<file path="src/rtl/ttt_pkg.sv">
// Shared tic-tac-toe encodings, controller state codes, win-line table and board helpers.
package ttt_pkg;

  localparam int unsigned NUM_CELLS = 9;
  localparam int unsigned CELL_W    = 2;
  localparam int unsigned BOARD_W   = NUM_CELLS * CELL_W;
  localparam int unsigned POS_W     = 4;
  localparam int unsigned NUM_LINES = 8;
  localparam int unsigned STATE_W   = 3;

  localparam logic [CELL_W-1:0] CELL_X     = 2'd0;
  localparam logic [CELL_W-1:0] CELL_O     = 2'd1;
  localparam logic [CELL_W-1:0] CELL_EMPTY = 2'd2;

  localparam logic [1:0] EASY   = 2'd0;
  localparam logic [1:0] MEDIUM = 2'd1;
  localparam logic [1:0] HARD   = 2'd2;

  localparam logic [STATE_W-1:0] S_IDLE       = 3'd0;
  localparam logic [STATE_W-1:0] S_HUMAN_WAIT = 3'd1;
  localparam logic [STATE_W-1:0] S_CPU_REQ    = 3'd2;
  localparam logic [STATE_W-1:0] S_CPU_WAIT   = 3'd3;
  localparam logic [STATE_W-1:0] S_CHECK      = 3'd4;
  localparam logic [STATE_W-1:0] S_DONE       = 3'd5;

  localparam logic [BOARD_W-1:0] BOARD_EMPTY = 18'h2AAAA;

  typedef logic [POS_W-1:0] pos_t;
  typedef pos_t [2:0] line_t;

  // Rows, columns, then the two diagonals.
  localparam line_t [NUM_LINES-1:0] WIN_LINES = '{
    '{4'd0, 4'd1, 4'd2}, '{4'd3, 4'd4, 4'd5}, '{4'd6, 4'd7, 4'd8},
    '{4'd0, 4'd3, 4'd6}, '{4'd1, 4'd4, 4'd7}, '{4'd2, 4'd5, 4'd8},
    '{4'd0, 4'd4, 4'd8}, '{4'd2, 4'd4, 4'd6}
  };

  function automatic logic [CELL_W-1:0] cell_at(input logic [BOARD_W-1:0] b, input pos_t pos);
    return b[CELL_W*int'(pos) +: CELL_W];
  endfunction

  // Only in-range empty cells accept a move.
  function automatic logic move_ok(input logic [BOARD_W-1:0] b, input pos_t pos);
    if (pos > pos_t'(NUM_CELLS - 1)) return 1'b0;
    return cell_at(b, pos) == CELL_EMPTY;
  endfunction

  function automatic logic [BOARD_W-1:0] with_cell(input logic [BOARD_W-1:0] b, input pos_t pos,
                                                   input logic [CELL_W-1:0] val);
    logic [BOARD_W-1:0] r;
    r = b;
    r[CELL_W*int'(pos) +: CELL_W] = val;
    return r;
  endfunction

  function automatic pos_t first_empty(input logic [BOARD_W-1:0] b);
    pos_t r;
    r = '0;
    for (int i = int'(NUM_CELLS) - 1; i >= 0; i--) begin
      if (b[CELL_W*i +: CELL_W] == CELL_EMPTY) r = pos_t'(i);
    end
    return r;
  endfunction

endpackage

</file>
<file path="src/rtl/ttt_line_check.sv">
// Combinational win/full detector for one player on a packed 9-cell board.
module ttt_line_check
  import ttt_pkg::*;
(
  input  logic [BOARD_W-1:0] board,
  input  logic [CELL_W-1:0]  player,
  output logic               win,
  output logic               full
);

  always_comb begin
    win  = 1'b0;
    full = 1'b1;
    for (int i = 0; i < int'(NUM_CELLS); i++) begin
      if (board[CELL_W*i +: CELL_W] == CELL_EMPTY) full = 1'b0;
    end
    for (int l = 0; l < int'(NUM_LINES); l++) begin
      if (cell_at(board, WIN_LINES[l][0]) == player &&
          cell_at(board, WIN_LINES[l][1]) == player &&
          cell_at(board, WIN_LINES[l][2]) == player) win = 1'b1;
    end
  end

endmodule

</file>
<file path="src/rtl/ttt_turn_sequencer.sv">
// Game controller: owns the board, alternates human and CPU turns, handshakes with the
// move engine (with timeout fallback) and reports the winner.
module ttt_turn_sequencer
  import ttt_pkg::*;
#(
  parameter bit          HUMAN_FIRST = 1'b1,
  parameter int unsigned CPU_TIMEOUT = 1023,
  parameter int unsigned CNT_W       = 10
) (
  input  logic               clock,
  input  logic               reset_n,
  input  logic               start,
  input  logic [1:0]         difficulty,
  input  logic               human_valid,
  input  logic [POS_W-1:0]   human_pos,
  output logic               cpu_req,
  output logic [1:0]         cpu_mode,
  input  logic               cpu_ack,
  input  logic [POS_W-1:0]   cpu_pos,
  output logic [BOARD_W-1:0] board,
  output logic               human_turn,
  output logic               illegal_move,
  output logic               cpu_fallback,
  output logic               game_over,
  output logic [1:0]         winner
);

  logic [STATE_W-1:0] state, state_d;
  logic [BOARD_W-1:0] board_d;
  logic [1:0]         cpu_mode_d, winner_d;
  logic               cpu_req_d, human_turn_d, illegal_move_d, cpu_fallback_d, game_over_d;
  logic [CNT_W-1:0]   cnt, cnt_d;
  logic               owner_o, owner_o_d;
  logic               line_win, board_full;

  // Judges the player who just moved, on the already-updated board.
  ttt_line_check u_line_check (
    .board  (board),
    .player (owner_o ? CELL_O : CELL_X),
    .win    (line_win),
    .full   (board_full)
  );

  always_ff @(posedge clock or negedge reset_n) begin
    if (!reset_n) begin
      state        <= S_IDLE;
      board        <= BOARD_EMPTY;
      cpu_mode     <= EASY;
      cpu_req      <= 1'b0;
      human_turn   <= 1'b0;
      illegal_move <= 1'b0;
      cpu_fallback <= 1'b0;
      game_over    <= 1'b0;
      winner       <= CELL_EMPTY;
      cnt          <= '0;
      owner_o      <= 1'b0;
    end else begin
      state        <= state_d;
      board        <= board_d;
      cpu_mode     <= cpu_mode_d;
      cpu_req      <= cpu_req_d;
      human_turn   <= human_turn_d;
      illegal_move <= illegal_move_d;
      cpu_fallback <= cpu_fallback_d;
      game_over    <= game_over_d;
      winner       <= winner_d;
      cnt          <= cnt_d;
      owner_o      <= owner_o_d;
    end
  end

  always_comb begin
    state_d        = state;
    board_d        = board;
    cpu_mode_d     = cpu_mode;
    cpu_req_d      = cpu_req;
    illegal_move_d = 1'b0;
    cpu_fallback_d = 1'b0;
    game_over_d    = game_over;
    winner_d       = winner;
    cnt_d          = cnt;
    owner_o_d      = owner_o;

    if (start) begin
      state_d     = HUMAN_FIRST ? S_HUMAN_WAIT : S_CPU_REQ;
      board_d     = BOARD_EMPTY;
      cpu_mode_d  = (difficulty == 2'd3) ? HARD : difficulty;
      cpu_req_d   = 1'b0;
      game_over_d = 1'b0;
      winner_d    = CELL_EMPTY;
      cnt_d       = '0;
    end else begin
      case (state)
        S_HUMAN_WAIT: begin
          if (human_valid) begin
            if (move_ok(board, human_pos)) begin
              board_d   = with_cell(board, human_pos, CELL_X);
              owner_o_d = 1'b0;
              state_d   = S_CHECK;
            end else begin
              illegal_move_d = 1'b1;
            end
          end
        end
        S_CPU_REQ: begin
          cpu_req_d = 1'b1;
          cnt_d     = '0;
          state_d   = S_CPU_WAIT;
        end
        S_CPU_WAIT: begin
          cnt_d = cnt + CNT_W'(1);
          // A same-cycle ack takes priority over the timeout.
          if (cpu_ack) begin
            if (move_ok(board, cpu_pos)) begin
              board_d   = with_cell(board, cpu_pos, CELL_O);
              owner_o_d = 1'b1;
              cpu_req_d = 1'b0;
              state_d   = S_CHECK;
            end else begin
              illegal_move_d = 1'b1;
              state_d        = S_CPU_REQ;
            end
          end else if (cnt == CNT_W'(CPU_TIMEOUT - 1)) begin
            board_d        = with_cell(board, first_empty(board), CELL_O);
            owner_o_d      = 1'b1;
            cpu_fallback_d = 1'b1;
            cpu_req_d      = 1'b0;
            state_d        = S_CHECK;
          end
        end
        S_CHECK: begin
          if (line_win) begin
            winner_d    = owner_o ? CELL_O : CELL_X;
            game_over_d = 1'b1;
            state_d     = S_DONE;
          end else if (board_full) begin
            winner_d    = CELL_EMPTY;
            game_over_d = 1'b1;
            state_d     = S_DONE;
          end else begin
            state_d = owner_o ? S_HUMAN_WAIT : S_CPU_REQ;
          end
        end
        default: begin
        end
      endcase
    end

    human_turn_d = (state_d == S_HUMAN_WAIT);
  end

endmodule

</file>
<file path="config.mk">
export PLATFORM = sky130hd
export DESIGN_NAME = ttt_turn_sequencer
export DESIGN_NICKNAME = d
export VERILOG_FILES = /design/src/rtl/ttt_pkg.sv /design/src/rtl/ttt_line_check.sv /design/src/rtl/ttt_turn_sequencer.sv
export SDC_FILE = /design/constraint.sdc
export NUM_CORES = 1
export LEC_CHECK = 0
export CAP_MARGIN = 20
export CORE_UTILIZATION = 25
export CTS_CLUSTER_DIAMETER = 30
export CTS_CLUSTER_SIZE = 40
export DETAILED_ROUTE_END_ITERATION = 10
export PLACE_DENSITY = 0.46
export RECOVER_POWER = 50
export SYNTH_ARGS = -nofsm -noshare
export SYNTH_HDL_FRONTEND = slang
export SYNTH_SLANG_ARGS = --single-unit
</file>
<file path="constraint.sdc">
create_clock -name clock -period 3.51 [get_ports clock]
set_clock_uncertainty 0.2 [all_clocks]
set_input_delay 0.351 -clock clock [delete_from_list [all_inputs] [get_ports clock]]
set_output_delay 0.351 -clock clock [all_outputs]
set_load 0.02 [all_outputs]
</file>
==> impl_metrics.toml, run 1 <==
[synthesis]
synth_warnings = 0
yosysTopAreaCell = "dfrtp_1"
synth_area_leaders = "dfrtp_1, dfstp_2, nand2_1"
synth_edf_count = 0
synth-async-reset-ratio = 1.00
synth_top_area_share = 0.223
ys_top_cells_by_count = "nand2_1, dfrtp_1, o21ai_0"
syn_avg_cell_area_um2 = 8.06
syn-num-nets = 458
synth_seq_cells = 41
ys_seq_area_frac = 0.299
synth.most_common_cell = "nand2_1"
synth.distinct_cells = 62
synth_cells = 431
synth_area_um2 = 3480
ys.flop_type = "dfrtp_1"

[timing]
post-route-period-util = 0.956
worst_pin_slew_ns = 1.86
slew_headroom = -0.243
maxSlewViolCount = 33
hold_viol = 0
timing.setup.tns_ns = 0
rsz0062_at_grt = "no"
fmax_mhz = 298
min_period_ns = 3.35
finalSetupViolCount = 0

[worst_setup_path]
r2r-start = "board[13]"
cp_top_family = "compound AO/OA/AOI/OAI gates"
critPathMaxFanout = 6
crit_path_end_kind = "register"
critPathKind = "reg2reg"
cp_slowest_cell = "dfstp_2"
worst-r2r-cell-count = 11
start_kind = "register"
required_ns = 3.54
worstReg2RegEnd = "board[10]"
path_buf_inv = 2
critical-path-max-stage-delay_ns = 0.56
path_cells = "or2b_1, a211oi_1, o31a_1, buf_4, inv_1, ha_1, o41ai_1, o211ai_1, or4b_1, o21ai_0, mux2_2"
cp.arrival_ns = 3.38
reg2reg_slack_ns = 0.16

[grt]
grt.busiest_layer = "met2"
grt_util_all_layers = 0.182
antenna_found_initial = 0
grt_max_degree = 42
grtUsageMet3 = 0.0295
grt_util_met1 = 0.244
grt_overflow_total = 0
grt_pass1_vias = 3667
use_met2 = 0.297
grt_pass1_wl_mm = 20.1

[power_and_ir_drop]
vdd_drop_max_uv = 173
power.total_mw = 1.26
p_leak_nw = 1.95
powerDensity_nw_per_um2 = 275

[routing]
wl_mm = 12.6
dr_total_vias = 3715
drt_pass1_iterations = 5
drt-initial-drc-count = 225
wl_per_cell_um = 18.3
viasPerCell = 5.42
detail-route-antenna-nets = 0
drc = 0

[placed_design]
place_hpwl_mm = 9.79
numPortBuffers = 41
gp_congestion = 0.875

[min_path]
hold_path_end = "cnt[9]"
whs_path_depth = 1
hp-class = "reg2reg"
hold_start = "cnt[9]"

[cts]
cts_tree = "yes"
clk_latency_ns = 0.29
cts_buffers = 5
cts_max_level = 2
clock_path_buffers = 2
postCtsSetupBuffers = 0
clockRootBuffer = "clkbuf_16"
clkTransAtPathRegs_ns = 0.06
cts.sink_count = 41

[die]
fp.dieW_um = 120
fp.dieH_um = 120
io_pins = 42
num_rows = 42
coreArea_um2 = 13400
start_util = 0.259
die_area_um2 = 14400

[outcome]
status = "finished with violations"
violations = "max-capacitance violations, max-slew violations"

[cells_and_area]
layout.nets = 536
diodes = 0
area_growth_pct = 32.1
layout-drive-gt1-share = 0.175

[run]
maxCapViolCount = 1
-- sequential cells by signal, summed over array words and instances (netlist names) --
name	count
cpu_req	1
cpu_mode	2
human_turn	1
owner_o	1
cpu_fallback	1
board	18
state	3
winner	2
illegal_move	1
cnt	10
game_over	1
-- logic make-up after synthesis --
group | Yosys count | synth area share
simple gates | 189 | 0.292
xor+xnor | 2 | 0.00504
fa+ha+maj | 12 | 0.0432
flops | 41 | 0.299
buf+inv | 43 | 0.0497
compound gates | 130 | 0.255
mux | 14 | 0.0565
-- cell type report --
| class | count | area (µm²) |
|---|---|---|
| Clock buffer | 5 | 125 |
| Clock inverter | 3 | 17.5 |
| Fill cell | 1420 | 8810 |
| Inverter | 19 | 71.3 |
| Multi-Input combinational cell | 347 | 2300 |
| Sequential cell | 41 | 1040 |
| Tap cell | 176 | 220 |
| Timing Repair Buffer | 95 | 817 |
-- per-stage QoR --
stage / instance area (µm²) / hold slack, ns / utilization / cells / setup WS (ns)
after floorplan: 3480 / -0.145 / - / 431 / 0.0484
after global placement: 4410 / 0.286 / 0.329 / 676 / 0.0819
after detailed placement: 4410 / 0.302 / 0.329 / 676 / 0.0284
after CTS: 4550 / 0.0613 / 0.340 / 684 / 0.0546
after global routing: 4590 / 0.310 / 0.343 / 686 / 0.0183
final: 4590 / 0.302 / 0.343 / 686 / 0.156
-- metal layers --
layer / share of wire / vias to the layer above
met5: 0 / -
met4: 0.026 / 0
met3: 0.053 / 16
met2: 0.47 / 127
met1: 0.45 / 1803
li1: - / 1769
-- placed cells by master (no fill, tap or decap), drive strengths merged, types with 6 or more instances in the layout --
| cell type | instances |
|---|---|
| a31oi | 7 |
| dfrtp | 31 |
| a22oi | 6 |
| nand4 | 15 |
| nor2b | 13 |
| nor2 | 30 |
| a21o | 15 |
| nand2 | 42 |
| ha | 12 |
| or4 | 7 |
| nand3 | 18 |
| nor3 | 11 |
| dfstp | 10 |
| nand2b | 18 |
| nor4 | 8 |
| buf | 51 |
| o21ai | 31 |
| a21oi | 18 |
| inv | 19 |
| clkdlybuf4s50 | 31 |
| dlygate4sd3 | 10 |
| clkbuf | 8 |
| and3 | 8 |
| o211ai | 6 |
-- report_power, final --
part	internal [mW]	switching [mW]	total [mW]	leakage (nW)
clock network	0.261	0.196	0.457	0.0696
logic	0.129	0.169	0.297	1.36
registers	0.492	0.0146	0.507	0.526
total	0.882	0.379	1.26	1.95
-- worst max-delay path by stage --
stage / start / endpoint / slack [ns] / cells after the start
4_1_cts: board[11] / board[9] / 0.05 / 12
5_1_grt: board[13] / board[6] / 0.02 / 12
3_3_place_gp: board[9] / board[9] / 0.08 / 12
2_1_floorplan: board[12] / board[9] / 0.05 / 13
6_report: board[13] / board[10] / 0.16 / 11
3_5_place_dp: board[9] / board[9] / 0.03 / 12
-- what timing repair did --
action                     CTS  global route
gates resized for setup      1             8
setup endpoints to repair    1             3
cloned                       0             0
hold buffers                 0             1
hold endpoints to repair     0             8
Power figures use the tool's default switching activity.
==> inputs of run 2 (changes only) <==
Settings changed: CORE_MARGIN set to 2, PLACE_DENSITY 0.46 to 0.52, SLEW_MARGIN set to 20.
==> run 2 against run 1 <==
The run still ends with max-capacitance violations, max-slew violations left. Design area shrank 1.0%. Worst setup slack worse by 0.022 ns. Combinational power decreased by 4%. Sequential share of layout area up 0.26 points. Sequential power is essentially flat. Via count down 0.22%. Count of clock-buffer cells in the layout is 2 higher. Global-route usage decreased by 1.3 points. Cell count down 0.44%. Wire length fell by 2.6%. Power shrank 0.72%. Largest cell class unchanged. Largest power group unchanged.
==> impl_metrics.toml, run 2 (synthesis results as in run 1) <==
[die]
io_pins = 42
fp.dieH_um = 122
num_rows = 43
coreArea_um2 = 13700
die_area_um2 = 14900
fp.dieW_um = 122
start_util = 0.253

[cts]
cts_buffers = 5
cts_max_level = 2
cts_tree = "yes"
clk_latency_ns = 0.29
clockRootBuffer = "clkbuf_16"
clock_path_buffers = 2
clkTransAtPathRegs_ns = 0.06
cts.sink_count = 41

[placed_design]
gp_congestion = 0.926
dp.cells = 673
numPortBuffers = 41
dpl_cell_area_um2 = 4350
place_hpwl_mm = 9.51

[cells_and_area]
regMostFlops = "board"
layout_common_cells = "buf_4, nand2_1, clkdlybuf4s50_1"
diodes = 0
area_growth_pct = 30.8
layout.nets = 529
largestRegisters = "board (18), cnt (10), state (3)"
final_common_cell = "buf_4"
layout.cells.non_filler = 683
fin_area_um2 = 4550
layout-drive-gt1-share = 0.171
largest_reg_flops = 18

[routing]
wl_per_cell_um = 17.9
met2WireLength_mm = 5.61
m1WireLength_mm = 5.38
top_layer = "met4"
drc = 0
dr_total_vias = 3707
drt_pass1_iterations = 5
viasPerCell = 5.43
wl_mm = 12.3
drt-initial-drc-count = 290
route.met3.wl_um = 878
detail-route-antenna-nets = 0

[timing]
worst_pin_slew_ns = 2.36
post-route-period-util = 0.962
timing.setup.tns_ns = 0
fmax_mhz = 296
min_period_ns = 3.38
finalSetupViolCount = 0
maxSlewViolCount = 42
hold_viol = 0
slew_headroom = -0.577
rsz0062_at_grt = "yes"

[outcome]
status = "finished with violations"
violations = "max-capacitance violations, max-slew violations"

[min_path]
hp-class = "reg2reg"
hold_start = "cpu_mode[1]"
hold_path_end = "cpu_mode[1]"
whs_path_depth = 1

[worst_setup_path]
crit_path_end_kind = "register"
worstReg2RegEnd = "board[9]"
required_ns = 3.53
cp.arrival_ns = 3.39
crit_path_start = "board[11]"
start_kind = "register"
critPathKind = "reg2reg"
reg2reg_slack_ns = 0.13
critPathMaxFanout = 5
r2r-start = "board[11]"
worst-r2r-cell-count = 12

[grt]
grt_pass1_vias = 3680
grt_max_degree = 42
grt_overflow_total = 0
antenna_found_initial = 0
grt_util_all_layers = 0.169
grt_pass1_wl_mm = 19.6

[power_and_ir_drop]
powerDensity_nw_per_um2 = 275
vdd_drop_max_uv = 143
p_leak_nw = 1.92

[run]
maxCapViolCount = 1
-- run 2: power by group --
group	internal, mW	leakage (nW)	switching (mW)	total (mW)
Sequential	0.492	0.525	0.0147	0.507
Combinational	0.120	1.32	0.166	0.286
Clock	0.266	0.0681	0.193	0.459
-- run 2: per-stage QoR --
step / total power, mW / util / hold slack [ns] / setup slack (ns)
floorplan: 0.667 / - / -0.145 / 0.0484
global placement: 0.797 / 0.317 / 0.285 / 0.102
detailed placement: 0.799 / 0.317 / 0.307 / 0.0134
CTS: 1.26 / 0.327 / 0.0516 / 0.0201
global route: 1.31 / 0.331 / 0.349 / -0.0105
finish: 1.25 / 0.331 / 0.315 / 0.134
-- run 2: timing repair --
| action | 4_1_cts | 5_1_grt |
|---|---|---|
| endpoints found under the setup margin | 1 | 6 |
| buffers inserted | 0 | 2 |
| hold buffers | 0 | 0 |
| endpoints found under the hold margin | 0 | 0 |
| pin swaps | 0 | 1 |
| gates resized for setup | 1 | 12 |
-- run 2: layout make-up --
cell class / instances / area, µm²
Inverter: 19 / 71.3
Fill cell: 1466 / 9170
Timing Repair Buffer: 88 / 753
Clock buffer: 7 / 133
Sequential cell: 41 / 1040
Clock inverter: 1 / 8.76
Tap cell: 180 / 225
Multi-Input combinational cell: 347 / 2310
-- run 2: worst max path at each step --
stage	to	depth (start not counted)
2_1_floorplan	board[9]	13
3_3_place_gp	board[10]	11
3_5_place_dp	board[9]	12
4_1_cts	board[9]	12
5_1_grt	board[9]	12
6_report	board[9]	12
-- run 2: worst max-delay path: stages, from the launching register on --
cell,delay (ns)
dfstp_2,0.53
nor2b_2,0.20
a211oi_2,0.06
o31a_1,0.26
or3b_2,0.48
inv_1,0.10
ha_4,0.15
nand2_1,0.06
nor3_2,0.14
or2_2,0.17
or4b_1,0.47
a211o_1,0.32
a21o_1,0.17
-- run 2: metal layers --
metal	vias up	GRT usage
li1	1755	-
met1	1771	0.227
met2	152	0.270
met3	29	0.0337
met4	0	0.0575
met5	-	0
==> inputs of run 3 (changes only) <==
Settings changed: CAP_MARGIN 20 to 25.
==> run 3 against run 2 <==
The run now ends clean. Power is essentially flat. Sequential cell count unchanged. Global-route usage did not move. Sequential power about the same. Combinational power hardly changed.
==> impl_metrics.toml, run 3 (synthesis results as in run 1) <==
[worst_setup_path]
critPathMaxFanout = 5
crit_path_start = "board[11]"
cp_top_family = "simple AND/OR/NAND/NOR gates"
start_kind = "register"
path_depth = 12
reg2reg_slack_ns = 0.14
cp.arrival_ns = 3.39
required_ns = 3.53
worst-r2r-cell-count = 12
worstReg2RegEnd = "board[9]"
path_buf_inv = 1
critPathKind = "reg2reg"
crit_end = "board[9]"
r2r-start = "board[11]"
crit_path_end_kind = "register"
path_cells = "nor2b_2, a211oi_2, o31a_1, or3b_2, inv_1, ha_4, nand2_1, nor3_2, or2_2, or4b_1, a211o_1, a21o_1"
critical-path-max-stage-delay_ns = 0.53
cp_slowest_cell = "dfstp_2"

[outcome]
status = "complete, no violations"

[grt]
grt_overflow_total = 0
grt_pass1_wl_mm = 19.6
grt_util_all_layers = 0.169
grt_max_degree = 42
grt_pass1_vias = 3680
antenna_found_initial = 0

[power_and_ir_drop]
combPwrFrac = 0.229
power.switching_mw = 0.373
p_leak_nw = 1.92
p_clk_frac = 0.366
powerDensity_nw_per_um2 = 275
swShare = 0.298
vdd_drop_max_uv = 139
p_seq_frac = 0.405
intPower_mw = 0.879

[min_path]
hp-class = "reg2reg"
hold_start = "cpu_mode[1]"

[routing]
detail-route-antenna-nets = 0
viasPerCell = 5.43
drc = 0
drt_pass1_iterations = 5
wl_mm = 12.2
wl_per_cell_um = 17.9
dr_total_vias = 3717
drt-initial-drc-count = 285

[die]
coreArea_um2 = 13700
start_util = 0.253
fp.dieW_um = 122
num_rows = 43
io_pins = 42
fp.dieH_um = 122
die_area_um2 = 14900

[timing]
rsz0062_at_grt = "yes"
maxSlewViolCount = 0
finalSetupViolCount = 0
hold_viol = 0
fin_ws_ns = 0.137
timing.setup.tns_ns = 0
worst_pin_slew_ns = 1.47
slew_headroom = 0.0169
min_period_ns = 3.37
fmax_mhz = 296
post-route-period-util = 0.961

[placed_design]
place_hpwl_mm = 9.51
place_ws_ns = 0.0134
numPortBuffers = 41
gp_congestion = 0.926
dpl_cell_area_um2 = 4350

[cells_and_area]
fin_area_um2 = 4560
area_growth_pct = 31.2
regMostFlops = "board"
final_common_cell = "buf_4"
diodes = 0
layout_common_cells = "buf_4, nand2_1, clkdlybuf4s50_1"
layout.nets = 531
fillers = 1467
largest_reg_flops = 18
largestRegisters = "board (18), cnt (10), state (3)"
layout-drive-gt1-share = 0.170

[run]
maxCapViolCount = 0

[cts]
cts_buffers = 5
cts_max_level = 2
clockRootBuffer = "clkbuf_16"
cts.sink_count = 41
clk_latency_ns = 0.29
clock_path_buffers = 2
clkTransAtPathRegs_ns = 0.06
cts_tree = "yes"
run 3: worst min-delay path by stage:
| stage | endpoint | cells after the start |
|---|---|---|
| after global routing | cnt[5] | 1 |
| after CTS | cnt[4] | 1 |
| after detailed placement | cpu_mode[1] | 1 |
| final | cpu_mode[1] | 1 |
| after global placement | cnt[9] | 1 |
| after floorplan | board[0] | 0 |
run 3: final cells by class:
class | count | area [µm²] | area share
timing repair buffer | 90 | 767 | 0.168
inverter | 19 | 71.3 | 0.0156
multi-input combinational | 347 | 2310 | 0.508
clock buffer | 7 | 133 | 0.0291
sequential | 41 | 1040 | 0.228
clock inverter | 1 | 8.76 | 0.00192
tap | 180 | 225 | 0.0494
run 3: repair_timing:
| action | CTS | global route |
|---|---|---|
| buffers inserted | 0 | 2 |
| hold buffers | 0 | 1 |
| gates resized for setup | 1 | 12 |
| endpoints found under the hold margin | 0 | 15 |
| endpoints found under the setup margin | 1 | 6 |
| pin swaps | 0 | 1 |
run 3: worst register-to-register path: cells and delay by family, from the launching register on:
| kind | cells | cell delay [ns] |
|---|---|---|
| AO/OA/AOI/OAI | 4 | 0.81 |
| flip-flops | 1 | 0.53 |
| AND/OR/NAND/NOR | 6 | 1.52 |
| adder cells (fa/ha/maj) | 1 | 0.15 |
| buffers and inverters | 1 | 0.10 |
run 3: power groups by stage:
stage                     clock network [mW]  registers (mW)  logic (mW)
after floorplan                            0           0.528       0.139
after global placement                     0           0.514       0.283
after detailed placement                   0           0.515       0.283
after CTS                              0.468           0.507       0.285
after global routing                   0.491           0.509       0.314
final                                  0.458           0.507       0.287
run 3: per-stage QoR:
step	hold slack [ns]	std cells	power [mW]	util
final	0.315	685	1.25	0.332
after global routing	0.349	685	1.31	0.332
after CTS	0.0516	681	1.26	0.327
after detailed placement	0.307	673	0.799	0.317
after global placement	0.285	673	0.797	0.317
after floorplan	-0.145	431	0.667	-
run 3: routing by layer:
layer | GRT usage | part of all wire | vias to the layer above
met5 | 0 | 0 | -
met4 | 0.0575 | 0.030 | 0
met3 | 0.0337 | 0.063 | 27
met2 | 0.270 | 0.46 | 129
met1 | 0.227 | 0.45 | 1800
li1 | - | - | 1761
